$ cat config.mk
export PLATFORM = sky130hd
export DESIGN_NAME = forward_hazard_unit
export DESIGN_NICKNAME = d
export VERILOG_FILES = /design/src/rtl/fwd_pkg.sv /design/src/rtl/fwd_select.sv /design/src/rtl/forward_hazard_unit.sv
export SDC_FILE = /design/constraint.sdc
export NUM_CORES = 1
export LEC_CHECK = 0
export ABC_AREA = 1
export CORE_UTILIZATION = 55
export DETAILED_ROUTE_END_ITERATION = 10
export GPL_ROUTABILITY_DRIVEN = 0
export GPL_TIMING_DRIVEN = 0
export MAX_ROUTING_LAYER = met4
export PLACE_DENSITY = 0.89
export REMOVE_ABC_BUFFERS = 1
export SLEW_MARGIN = 20
export SYNTH_ARGS = -nofsm -noshare
export SYNTH_HDL_FRONTEND = slang
export SYNTH_HIERARCHICAL = 1
export SYNTH_SLANG_ARGS = --single-unit
$ cat constraint.sdc
create_clock -name CLOCK -period 1.35 [get_ports CLOCK]
set_input_delay 0.135 -clock CLOCK [delete_from_list [all_inputs] [get_ports CLOCK]]
set_output_delay 0.135 -clock CLOCK [all_outputs]
set_load 0.02 [all_outputs]
$ cat src/rtl/fwd_pkg.sv
// Shared types and select codes for the EXE forwarding / hazard unit.
package fwd_pkg;

  localparam int ADDR_W = 5;

  localparam logic [1:0] SEL_IDEX  = 2'b00;
  localparam logic [1:0] SEL_MEMWB = 2'b01;
  localparam logic [1:0] SEL_EXMEM = 2'b10;

  localparam logic [ADDR_W-1:0] REG_ZERO = '0;

  typedef struct packed {
    logic              valid;
    logic [ADDR_W-1:0] rs;
    logic [ADDR_W-1:0] rt;
    logic              usesRs;
    logic              usesRt;
    logic [ADDR_W-1:0] dest;
    logic              regWrite;
    logic              memRead;
  } exeRec_t;

  typedef struct packed {
    logic              valid;
    logic [ADDR_W-1:0] dest;
    logic              regWrite;
  } destRec_t;

endpackage

$ cat src/rtl/fwd_select.sv
// Operand source select for one EXE operand.
module fwd_select
  import fwd_pkg::*;
(
  input  logic              exeValid,
  input  logic              uses,
  input  logic [ADDR_W-1:0] srcAddr,
  input  destRec_t          memRec,
  input  destRec_t          wbRec,
  output logic [1:0]        sel
);

  logic memHit;
  logic wbHit;

  assign memHit = exeValid & uses & memRec.valid & memRec.regWrite
                & (memRec.dest != REG_ZERO)
                & (memRec.dest == srcAddr);

  assign wbHit = exeValid & uses & wbRec.valid & wbRec.regWrite
               & (wbRec.dest != REG_ZERO)
               & (wbRec.dest == srcAddr);

  // Younger producer in MEM takes priority over WB.
  always_comb begin
    sel = SEL_IDEX;
    if (memHit) begin
      sel = SEL_EXMEM;
    end else if (wbHit) begin
      sel = SEL_MEMWB;
    end
  end

endmodule

$ cat src/rtl/forward_hazard_unit.sv
// Forwarding select and load-use stall unit beside the ID/EXE register.
// Optional HI/LO interlock enabled with `define HILO_INTERLOCK_EN.
module forward_hazard_unit
  import fwd_pkg::*;
#(
  parameter int REG_ADDR_W   = ADDR_W,
  parameter int MULT_LATENCY = 4
) (
  input  logic                  CLOCK,
  input  logic                  RESET,
  input  logic                  Freeze_IN,
  input  logic                  ID_Valid_IN,
  input  logic [REG_ADDR_W-1:0] ID_RsAddr_IN,
  input  logic [REG_ADDR_W-1:0] ID_RtAddr_IN,
  input  logic                  ID_UsesRs_IN,
  input  logic                  ID_UsesRt_IN,
  input  logic [REG_ADDR_W-1:0] ID_DestAddr_IN,
  input  logic                  ID_RegWrite_IN,
  input  logic                  ID_MemRead_IN,
  input  logic                  ID_IsMultDiv_IN,
  input  logic                  ID_ReadsHiLo_IN,
  output logic [1:0]            aSelect_OUT,
  output logic [1:0]            bSelect_OUT,
  output logic                  Stall_OUT
);

  exeRec_t  exeQ;
  exeRec_t  idRec;
  destRec_t memQ;
  destRec_t wbQ;

  logic rsHit;
  logic rtHit;
  logic loadUse;
  logic hiloStall;

  assign idRec = '{
    valid:    ID_Valid_IN,
    rs:       ID_RsAddr_IN,
    rt:       ID_RtAddr_IN,
    usesRs:   ID_UsesRs_IN,
    usesRt:   ID_UsesRt_IN,
    dest:     ID_DestAddr_IN,
    regWrite: ID_RegWrite_IN,
    memRead:  ID_MemRead_IN
  };

  always_ff @(posedge CLOCK or negedge RESET) begin
    if (!RESET) begin
      exeQ <= '0;
      memQ <= '0;
      wbQ  <= '0;
    end else if (!Freeze_IN) begin
      wbQ  <= memQ;
      memQ <= '{valid: exeQ.valid, dest: exeQ.dest,
                regWrite: exeQ.regWrite};
      exeQ <= Stall_OUT ? '0 : idRec;
    end
  end

  fwd_select uSelA (
    .exeValid (exeQ.valid),
    .uses     (exeQ.usesRs),
    .srcAddr  (exeQ.rs),
    .memRec   (memQ),
    .wbRec    (wbQ),
    .sel      (aSelect_OUT)
  );

  fwd_select uSelB (
    .exeValid (exeQ.valid),
    .uses     (exeQ.usesRt),
    .srcAddr  (exeQ.rt),
    .memRec   (memQ),
    .wbRec    (wbQ),
    .sel      (bSelect_OUT)
  );

  assign rsHit = ID_UsesRs_IN & (ID_RsAddr_IN == exeQ.dest);
  assign rtHit = ID_UsesRt_IN & (ID_RtAddr_IN == exeQ.dest);

  assign loadUse = ID_Valid_IN & exeQ.valid & exeQ.memRead
                 & exeQ.regWrite & (exeQ.dest != REG_ZERO)
                 & (rsHit | rtHit);

`ifdef HILO_INTERLOCK_EN
  localparam logic [3:0] HILO_LOAD = 4'(MULT_LATENCY - 1);

  logic [3:0] hiloCnt;

  // Reload only when the mult/div actually enters EXE.
  always_ff @(posedge CLOCK or negedge RESET) begin
    if (!RESET) begin
      hiloCnt <= '0;
    end else if (!Freeze_IN) begin
      if (!Stall_OUT && ID_Valid_IN && ID_IsMultDiv_IN) begin
        hiloCnt <= HILO_LOAD;
      end else if (hiloCnt != 4'd0) begin
        hiloCnt <= hiloCnt - 4'd1;
      end
    end
  end

  assign hiloStall = (hiloCnt != 4'd0) & ID_Valid_IN
                   & ID_ReadsHiLo_IN;
`else
  logic unusedHiLo;

  assign unusedHiLo = ^{ID_IsMultDiv_IN, ID_ReadsHiLo_IN,
                        MULT_LATENCY[0]};
  assign hiloStall  = 1'b0;
`endif

  always_comb begin
    Stall_OUT = loadUse | hiloStall;
  end

endmodule
== Word-level counts from Yosys, hierarchy flattened ==
Cells that the tools add are included.
Word-level totals
  output and inout bits: 5
  bits in registers: 34
  logic and storage cells: 54
  input bits: 25
Cells by class
  muxes and demuxes: 5
  bitwise logic cells: 26
  equality and inequality tests: 6
  reductions and logical operators: 3
Operator list (number)
  $eq A5 B5 Y1: 6
  $and A1 B1 Y1: 25
  $mux W20: 1
  $reduce_bool A5 Y1: 3
  $mux W2: 2
  $mux W1: 2
  $or A1 B1 Y1: 1

== Logic depth before layout (Yosys ltp) ==
Gate-level depths: netlist of the first run.
  word-level depth: 7
  gate-level depth with buffers: 10
  gate-level depth less buffers: 9

== Hierarchy ==
Netlist of the first run, hierarchy kept.
By module, submodules not included
  forward_hazard_unit: area an instance 1647.8 um^2, sequential area each 850.8 um^2, times used 1, cells each 220
  fwd_select: area an instance 251.5 um^2, sequential area each 0.0 um^2, times used 2, cells each 59

== Worst setup path after synthesis of the first run ==
Ideal clock, no wire load.
  kind: register -> output
  from: reg exeQ[2] in the netlist's numbering
  to: out Stall_OUT
  setup slack: 114 ps
  data required time: 1215 ps
  cell stages (with the launch flop): 9
  buffers on the path: 1
  arrival time: 1101 ps
  path through: dfrtp_1 > nand2_1 > nand2_1 > nor2_2 > nand3_1 > nand2_1 > nand2_2 > buf_6 > inv_1
On the way
  word-level cells in the longest chain between the ends: 4
  elaborated cells on any way between the ends: 8
  those cells by class: eq/ne: 2; bitwise: 5; reduce/logical: 1
Ends and longest elaborated chain
  start, declared: line forward_hazard_unit.sv:27  | exeRec_t exeQ;
  start signal, assigned: line forward_hazard_unit.sv:57  | exeQ <= Stall_OUT ? '0 : idRec;
  $eq A5 B5 Y1, on equally long branches: line forward_hazard_unit.sv:79, forward_hazard_unit.sv:80
  $and A1 B1 Y1, on equally long branches: line forward_hazard_unit.sv:79, forward_hazard_unit.sv:80
  $or A1 B1 Y1: line forward_hazard_unit.sv:84  | & (rsHit | rtHit);
  $and A1 B1 Y1 (*): line forward_hazard_unit.sv:84
  end, declared: line forward_hazard_unit.sv:24  | output logic Stall_OUT
Mark *: on every way between the ends. The rest lies on a longest branch, timed or not.

== Final worst setup path of the first run ==
  from: reg exeQ[4] in the netlist's numbering
  to: out Stall_OUT
The elaborated chain is that of the path after synthesis.

==> results of run 1 <==
layer usage:
layer / vias to the layer above / share of wire / wire length, µm
li1: 1060 / - / -
met1: 941 / 0.41 / 2104
met2: 85 / 0.51 / 2588
met3: 18 / 0.051 / 260
met4: 0 / 0.027 / 136
met5: - / 0 / 0
stage by stage:
step           TNS, ns  area (µm²)  utilization
5_1_grt         -5.173        2683       0.7219
3_3_place_gp    -56.60        2397       0.6451
2_1_floorplan        0        2067            -
4_1_cts         -1.435        2606       0.7013
3_5_place_dp    -8.377        2442       0.6572
6_report        -2.831        2683       0.7219
state kept, by name, summed over array words and instances, names as in the netlist:
name	flops
exeQ	20
memQ	7
wbQ	7
cell families (layout without fill, tap and decap cells):
group | Yosys count | count (layout) | share of synthesized area
flops | 34 | 34 | 0.3956
compound gates | 11 | 11 | 0.02559
buf+inv | 67 | 103 | 0.1367
mux | 5 | 5 | 0.02618
simple gates | 213 | 214 | 0.3834
xor+xnor | 8 | 8 | 0.03258
report_power, final:
| part | switching, mW | internal, mW | total (mW) |
|---|---|---|---|
| Clock | 0.357 | 0.393 | 0.750 |
| Sequential | 0.141 | 1.13 | 1.27 |
| Combinational | 0.330 | 0.304 | 0.633 |
cell usage in the layout, fill, tap and decap left out, drive strengths merged:
cell and n:
clkbuf 6, buf 20, clkdlybuf4s50 20, inv 56, o21ai 9, a21oi 2, mux2 5, dfrtp 34
nand2 151, xnor2 8, nand3 2, nor2 57, dlygate4sd3 1, nand4 4
path summary, 6_finish.rpt:
kind,from,endpoint
setup / recovery,exeQ[4],Stall_OUT
max in group asynchronous,RESET,wbQ[4]
hold reg to reg,exeQ[0],exeQ[0]
hold / removal,RESET,exeQ[0]
setup reg to reg,exeQ[4],exeQ[13]
min in group CLOCK,Freeze_IN,exeQ[0]
repair_timing:
item	4_1_cts	5_1_grt
cloned	1	0
resized for setup	37	20
hold buffers	1	0
endpoints found under the setup margin	25	25
hold endpoints to repair	10	0
pin swaps	10	6
buffers inserted	8	4
cell type report:
type                       instances  area [µm²]  share of cell area
multi-input combinational        238        1051              0.3918
inverter                          56       210.2             0.07836
clock buffer                       6       82.58             0.03078
sequential                        34       860.8              0.3209
timing repair buffer              41       417.9              0.1558
tap                               48       60.06             0.02239
==> flow_metrics.py, run 1 <==
metrics = {
    "yosys": {
        "synth_common_cells": "nand2_1 (148), inv_1 (54), nor2_1 (54)",
        "yosysSeqAreaShare": 0.3956,
        "yosysMostFrequentCell": "nand2_1",
        "syn_area_per_cell_um2": 6.363,
        "netlist.area_leader.share": 0.3956,
        "yosysTopAreaCell": "dfrtp_1",
        "synthCells": 338,
        "synthDistinctLibCells": 18,
        "synth.area.top_cells": "dfrtp_1 (40%), nand2_1 (26%), inv_1 (9.4%), nor2_1 (9.4%), xnor2_1 (3.3%)",
        "synth_ff_type": "dfrtp_1",
        "async_flop_share": 1.000,
        "yosysWarnings": 6,
        "netlist_area_um2": 2151,
        "synth_edf_count": 0,
        "ys_ff_latch": 34,
    },
    "critical_path": {
        "crit_chain": "inv_2, nand2_1, nand2_1, nor2_2, nand3_1, nand2_2, nand2_4, inv_2, buf_6",
        "crit_fanout": 4,
        "startpoint_type": "flop",
        "cp_num_cells": 9,
        "cp.arrival_ns": 1.52,
        "path_class": "flop to primary output",
        "cpPeakStageDelay_ns": 0.39,
        "crit_buf_inv": 3,
        "cp.required_ns": 1.22,
        "ff2ff_path_depth": 10,
        "critical-path-slowest-cell": "dfrtp_1",
        "rrSetupSlack_ns": -0.11,
        "end_kind": "primary output",
        "path_delay_family": "simple AND/OR/NAND/NOR gates",
    },
    "sta": {
        "min_period_ns": 1.654,
        "layout_setup_ws_ns": -0.3040,
        "fmaxAchievable_mhz": 604.6,
        "worst_pin_slew_ns": 0.5873,
        "drv_slew": 0,
        "fin_crit_sh": 1.225,
        "final_hold_viol_count": 0,
        "slew_headroom": 0.6085,
        "setup_viol": 25,
        "fin_worst_skew_ns": 0.003560,
        "holdWs_ns": 0.2650,
        "rsz0062_at_grt": "true",
    },
    "die": {
        "io_pins": 30,
        "core_area_um2": 3716,
        "die_x_um": 64.54,
        "fp-row-count": 22,
        "dieArea_um2": 4165,
        "start_util": 0.5788,
        "dieHeight_um": 64.54,
    },
    "final_layout": {
        "syn_to_final_growth_pct": 24.72,
        "drive_above_1_share": 0.1653,
        "stdcell_count": 423,
        "diodes": 0,
        "nFillCells": 286,
        "nets": 401,
    },
    "power": {
        "pwr_density_cell_nw_per_um2": 990.5,
        "leakage_nw": 1.513,
        "p_total_mw": 2.657,
        "ir_drop_uv": 572.2,
    },
    "detailed_routing": {
        "wl_per_cell_um": 12.03,
        "first_pass_iters": 4,
        "avgViaCountPerCell": 4.974,
        "vias": 2104,
        "ant_nets": 0,
        "drc": 0,
        "wl_mm": 5.090,
        "drt_iter0_drc": 97,
    },
    "grt": {
        "use_met2": 0.4724,
        "grt_max_degree": 34,
        "grt_pass1_wl_mm": 8.342,
        "gr-total-overflow": 0,
        "grtUsageMet3": 0.05106,
        "grt_pass1_vias": 1959,
        "grt.total_usage": 0.2731,
        "busiest_layer": "met2",
        "grtUsageMet1": 0.3086,
        "antenna_found_initial": 0,
    },
    "placed_design": {
        "portBuffers": 27,
        "dpl.cell_count": 404,
        "post-dp-hpwl_mm": 3.276,
        "preCtsSetupSlack_ns": -0.8523,
    },
    "run_status": {
        "violations": "setup timing",
        "status": "finished, violations left",
    },
    "cts": {
        "clockBufferDepth": 2,
        "cts-htree-levels": 2,
        "numClockSinks": 34,
        "path_clk_slew_ns": 0.07,
        "clkLatencyLatePin_ns": 0.29,
        "cts_buffers": 5,
        "clockRootBuffer": "clkbuf_8",
        "cts_tree": "done",
    },
    "run": {
        "cap_violations": 0,
    },
    "worst_hold_path": {
        "worst_hold_path_type": "input port to asynchronous set/reset pin",
    },
}
Power figures use the tool's default switching activity.
==> inputs of run 2 (changes only) <==
SKIP_LAST_GASP = 1   (was default)
==> flow_metrics.py, run 2 (same netlist as run 1, synthesis figures left out) <==
metrics = {
    "placed_design": {
        "portBuffers": 27,
        "post-dp-hpwl_mm": 3.276,
        "placed_area_um2": 2442,
        "preCtsSetupSlack_ns": -0.8523,
    },
    "cts": {
        "cts-htree-levels": 2,
        "numClockSinks": 34,
        "cts_buffers": 5,
        "path_clk_slew_ns": 0.07,
        "clockBufferDepth": 2,
        "clkLatencyLatePin_ns": 0.28,
        "cts_tree": "done",
        "clockRootBuffer": "clkbuf_8",
    },
    "sta": {
        "setup_viol": 25,
        "drv_slew": 0,
        "worst_pin_slew_ns": 0.6086,
        "fin_worst_skew_ns": 0.004751,
        "min_period_ns": 1.680,
        "fmaxAchievable_mhz": 595.1,
        "slew_headroom": 0.5942,
        "fin_crit_sh": 1.245,
        "rsz0062_at_grt": "true",
        "layout_setup_ws_ns": -0.3303,
        "final_hold_viol_count": 0,
    },
    "die": {
        "dieHeight_um": 64.54,
        "dieArea_um2": 4165,
        "start_util": 0.5788,
        "io_pins": 30,
        "die_x_um": 64.54,
        "fp-row-count": 22,
        "core_area_um2": 3716,
    },
    "grt": {
        "gr-total-overflow": 0,
        "use_met2": 0.4724,
        "busiest_layer": "met2",
        "grtUsageMet3": 0.05106,
        "grt_pass1_wl_mm": 8.342,
        "grt_pass1_vias": 1959,
        "grtUsageMet1": 0.3086,
        "grt_max_degree": 34,
        "antenna_found_initial": 0,
        "grt.total_usage": 0.2731,
    },
    "final_layout": {
        "reg_top3": "exeQ: 20 flops, memQ: 7 flops, wbQ: 7 flops",
        "drive_above_1_share": 0.1600,
        "nets": 401,
        "layout_commonest_cell": "nand2_1",
        "diodes": 0,
        "layout_common_cells": "nand2_1 (143), nor2_1 (53), inv_1 (47), dfrtp_1 (26), clkdlybuf4s50_1 (20)",
        "regMostFlops": "exeQ",
        "syn_to_final_growth_pct": 24.49,
        "largest_register_ffs": 20,
        "final_area_um2": 2678,
    },
    "power": {
        "leakage_nw": 1.512,
        "pwr_density_cell_nw_per_um2": 991.3,
        "p_sw_frac": 0.3113,
        "clockPowerShare": 0.283,
        "p_switching_mw": 0.8262,
        "ir_drop_uv": 569.4,
        "seqPwrFrac": 0.480,
        "pwr-share-comb": 0.238,
        "p_int_mw": 1.828,
    },
    "critical_path": {
        "startpoint_type": "flop",
        "end_kind": "primary output",
        "ff2ff_path_depth": 10,
        "path_class": "flop to primary output",
        "crit_fanout": 4,
        "cp.arrival_ns": 1.55,
        "cp.required_ns": 1.22,
    },
    "detailed_routing": {
        "first_pass_iters": 4,
        "drt_iter0_drc": 100,
        "ant_nets": 0,
        "vias": 2087,
        "drc": 0,
        "wl_mm": 5.087,
        "avgViaCountPerCell": 4.934,
        "wl_per_cell_um": 12.03,
    },
    "run_status": {
        "status": "finished, violations left",
        "violations": "setup timing",
    },
    "run": {
        "cap_violations": 0,
    },
    "worst_hold_path": {
        "worst_hold_path_type": "input port to asynchronous set/reset pin",
    },
}
[run 2: cell count changes in the layout (fill, tap and decap cells not counted)]
cell     previous run  this run
nand2_1           141       143
nand2_2             8         6
[run 2: worst paths after layout]
path / slack (ns) / startpoint / to
worst min-delay path: 0.26 / RESET / exeQ[4]
worst min register to register: 0.50 / exeQ[0] / exeQ[0]
worst max-delay path: -0.33 / exeQ[6] / Stall_OUT
worst max register to register: -0.14 / exeQ[6] / exeQ[13]
max in group asynchronous: 0.66 / RESET / wbQ[4]
min in group CLOCK: 0.37 / Freeze_IN / exeQ[0]
[run 2: power by group through the flow]
stage | clock (mW) | combinational, mW | sequential [mW]
after floorplan | 0 | 0.363 | 1.25
after global placement | 0 | 0.519 | 1.28
after detailed placement | 0 | 0.557 | 1.28
after CTS | 0.752 | 0.598 | 1.27
after global routing | 0.800 | 0.716 | 1.29
final | 0.750 | 0.631 | 1.27
[run 2: final cells by class]
type | count | area (µm²)
multi-input combinational | 238 | 1046
sequential | 34 | 860.8
timing repair buffer | 41 | 417.9
inverter | 56 | 210.2
tap | 48 | 60.06
clock buffer | 6 | 82.58
fill | 285 | 1039
[run 2: critical path: stages, from the launching register on]
cell,delay (ns)
dfrtp_1,0.41
inv_2,0.07
nand2_1,0.06
nand2_1,0.06
nor2_2,0.13
nand3_1,0.14
nand2_2,0.14
nand2_4,0.08
inv_2,0.05
buf_6,0.10
[run 2: what timing repair did]
item                                    4_1_cts  5_1_grt
hold buffers                                  1        0
setup buffers                                 8        4
gates cloned                                  1        0
pin swaps                                    10        6
gates resized for setup                      37       18
endpoints found under the setup margin       25       25
endpoints found under the hold margin        10        0
[run 2: layer usage]
metal / vias to the layer above / routed length, µm / share of wire
li1: 1058 / - / -
met1: 932 / 2098 / 0.41
met2: 79 / 2569 / 0.51
met3: 18 / 277 / 0.054
met4: 0 / 141 / 0.028
met5: - / 0 / 0
[run 2: metrics by stage]
stage	power (mW)	std cells	setup TNS (ns)	hold WS, ns	util
after floorplan	1.612	327	0	-0.1606	-
after global placement	1.795	402	-56.60	0.4635	0.6451
after detailed placement	1.840	404	-8.377	0.03849	0.6572
after CTS	2.617	419	-1.435	0.2671	0.7013
after global routing	2.810	423	-5.668	0.2698	0.7205
final	2.654	423	-3.405	0.2647	0.7205
==> inputs of run 3 (changes only) <==
ABC_AREA = default   (was 1)
CORE_MARGIN = 2   (was default)
CORE_UTILIZATION = 53   (was 55)
GPL_ROUTABILITY_DRIVEN = default   (was 0)
PLACE_DENSITY = 0.88   (was 0.89)
==> flow_metrics.py, run 3 <==
metrics = {
    "sta": {
        "fin_crit_sh": 1.420,
        "setup_viol": 25,
        "worst_pin_slew_ns": 0.7730,
        "layout_setup_ws_ns": -0.5676,
        "final_hold_viol_count": 0,
        "drv_slew": 0,
        "slew_headroom": 0.4847,
        "fmaxAchievable_mhz": 521.5,
        "finalSetupTns_ns": -8.004,
        "rsz0062_at_grt": "true",
        "holdWs_ns": 0.3804,
        "fin_worst_skew_ns": 0.01474,
        "min_period_ns": 1.918,
    },
    "final_layout": {
        "nets": 244,
        "drive_above_1_share": 0.4818,
        "syn_to_final_growth_pct": 40.25,
        "postLayoutCoreUtil": 0.7952,
        "layout_common_cells": "buf_4 (24), a21oi_2 (21), dfrtp_1 (21), mux2i_1 (20), clkdlybuf4s50_1 (20)",
        "largest_register_ffs": 20,
        "layout_commonest_cell": "buf_4",
        "stdcell_count": 266,
        "reg_top3": "exeQ: 20 flops, memQ: 7 flops, wbQ: 7 flops",
        "diodes": 0,
        "regMostFlops": "exeQ",
    },
    "yosys": {
        "netlist_area_um2": 1937,
        "ys_ff_latch": 34,
        "yosysSeqAreaShare": 0.4393,
        "synth.area.top_cells": "dfrtp_1 (44%), mux2i_1 (10%), a21oi_2 (9.0%), xnor2_1 (8.1%), xor2_1 (5.4%)",
        "yosysWarnings": 6,
        "synth_ff_type": "dfrtp_1",
        "syn_area_per_cell_um2": 11.88,
        "yosysMostFrequentCell": "dfrtp_1",
        "netlist.area_leader.share": 0.4393,
        "synth_edf_count": 0,
        "yosysTopAreaCell": "dfrtp_1",
        "synthDistinctLibCells": 22,
        "synth_common_cells": "dfrtp_1 (34), a21oi_2 (20), mux2i_1 (20)",
        "synthCells": 163,
        "async_flop_share": 1.000,
    },
    "critical_path": {
        "end_kind": "primary output",
        "critical-path-slowest-cell": "dfrtp_2",
        "path_class": "flop to primary output",
        "startpoint_type": "flop",
        "cp.required_ns": 1.22,
        "cpPeakStageDelay_ns": 0.47,
        "crit_chain": "xnor2_1, nand4_1, o22ai_4, and2_4, buf_6",
        "crit_fanout": 4,
        "cp.arrival_ns": 1.78,
    },
    "grt": {
        "grt.total_usage": 0.3003,
        "antenna_found_initial": 0,
        "grt_pass1_vias": 1690,
        "grt_max_degree": 35,
        "grt_pass1_wl_mm": 8.790,
        "gr-total-overflow": 0,
    },
    "power": {
        "seqPwrFrac": 0.465,
        "leakage_nw": 1.129,
        "ir_drop_uv": 857.3,
        "pwr-share-comb": 0.288,
        "p_sw_frac": 0.3370,
        "p_int_mw": 1.978,
        "pwr_density_cell_nw_per_um2": 1098,
        "p_switching_mw": 1.005,
        "clockPowerShare": 0.247,
    },
    "cts": {
        "clockBufferDepth": 2,
        "cts_buffers": 5,
        "numClockSinks": 34,
        "path_clk_slew_ns": 0.12,
        "clockRootBuffer": "clkbuf_4",
        "cts_tree": "done",
        "cts-htree-levels": 2,
        "clkLatencyLatePin_ns": 0.36,
    },
    "placed_design": {
        "post-dp-hpwl_mm": 2.872,
        "dpl.cell_count": 227,
        "portBuffers": 27,
        "routabilityCongestion": 0.8364,
    },
    "detailed_routing": {
        "drt_iter0_drc": 105,
        "avgViaCountPerCell": 6.248,
        "drc": 0,
        "wl_per_cell_um": 23.57,
        "vias": 1662,
        "first_pass_iters": 5,
        "ant_nets": 0,
        "wl_mm": 6.269,
    },
    "die": {
        "io_pins": 30,
        "die_x_um": 64.45,
        "dieHeight_um": 64.45,
        "fp-row-count": 21,
        "start_util": 0.5670,
        "dieArea_um2": 4154,
        "core_area_um2": 3416,
    },
    "run_status": {
        "status": "finished, violations left",
        "violations": "setup timing",
    },
    "worst_hold_path": {
        "worst_hold_path_type": "input port to asynchronous set/reset pin",
    },
    "run": {
        "cap_violations": 0,
    },
}
## run 3: cells by family (layout without fill, tap and decap cells)
kind of cell,count (synthesis),in the layout,share of synthesized area
AND/OR/NAND/NOR,27,28,0.07623
AO/OA/AOI/OAI,28,29,0.1266
multiplexers,34,34,0.1848
flip-flops,34,34,0.4393
XOR/XNOR,30,30,0.1357
buffers and inverters,10,65,0.03747
## run 3: worst max-delay path: cells and delay by family (launching register included)
kind	cells	cell delay (ns)
buffers and inverters	1	0.11
DFF	1	0.47
AOI/OAI and AO/OA	1	0.24
xor gates and xnor gates	1	0.20
and+or+nand+nor	2	0.41
## run 3: routing by layer
layer,routed length [µm],vias up,global-route usage
li1,-,704,-
met1,2551,838,0.3518
met2,3147,95,0.4818
met3,367,25,0.07465
met4,204,0,0.1569
met5,0,-,-
## run 3: stage by stage
step / setup slack [ns] / total power [mW] / cell area [µm²]
2_1_floorplan: -0.6480 / 1.686 / 1864
3_3_place_gp: -1.584 / 1.877 / 2192
3_5_place_dp: -1.292 / 1.932 / 2217
4_1_cts: -0.4547 / 2.765 / 2582
5_1_grt: -0.5931 / 3.094 / 2716
6_report: -0.5676 / 2.983 / 2716
## run 3: worst paths after layout
check	end	slack, ns	cells past startpoint	from
worst max-delay path	Stall_OUT	-0.57	5	exeQ[6]
worst min-delay path	exeQ[10]	0.38	2	RESET
worst max register to register	exeQ[15]	-0.35	6	exeQ[6]
worst min register to register	memQ[0]	0.56	1	exeQ[1]
max in group asynchronous	exeQ[4]	0.42	2	RESET
min in group CLOCK	memQ[0]	0.39	2	Freeze_IN
## run 3: final cells by class
class                      count  area, µm²
clock buffer                   8      78.83
timing repair buffer          57      555.5
multi-input combinational    121       1157
sequential                    34      867.1
tap                           46      57.56
fill                         179      699.4
## run 3: power by group through the flow
stage	clock (mW)	combinational, mW	sequential (mW)
floorplan	0	0.374	1.31
global placement	0	0.519	1.36
detailed placement	0	0.557	1.37
CTS	0.709	0.710	1.35
global route	0.797	0.898	1.40
finish	0.736	0.859	1.39
## run 3: repair_timing
action                                  in CTS  in global routing
cloned                                       2                  0
pin swaps                                   17                 10
gates resized for setup                     50                 17
endpoints found under the setup margin      25                 25
hold buffers                                 1                  0
setup buffers                               23                  5
hold endpoints to repair                    34                  0
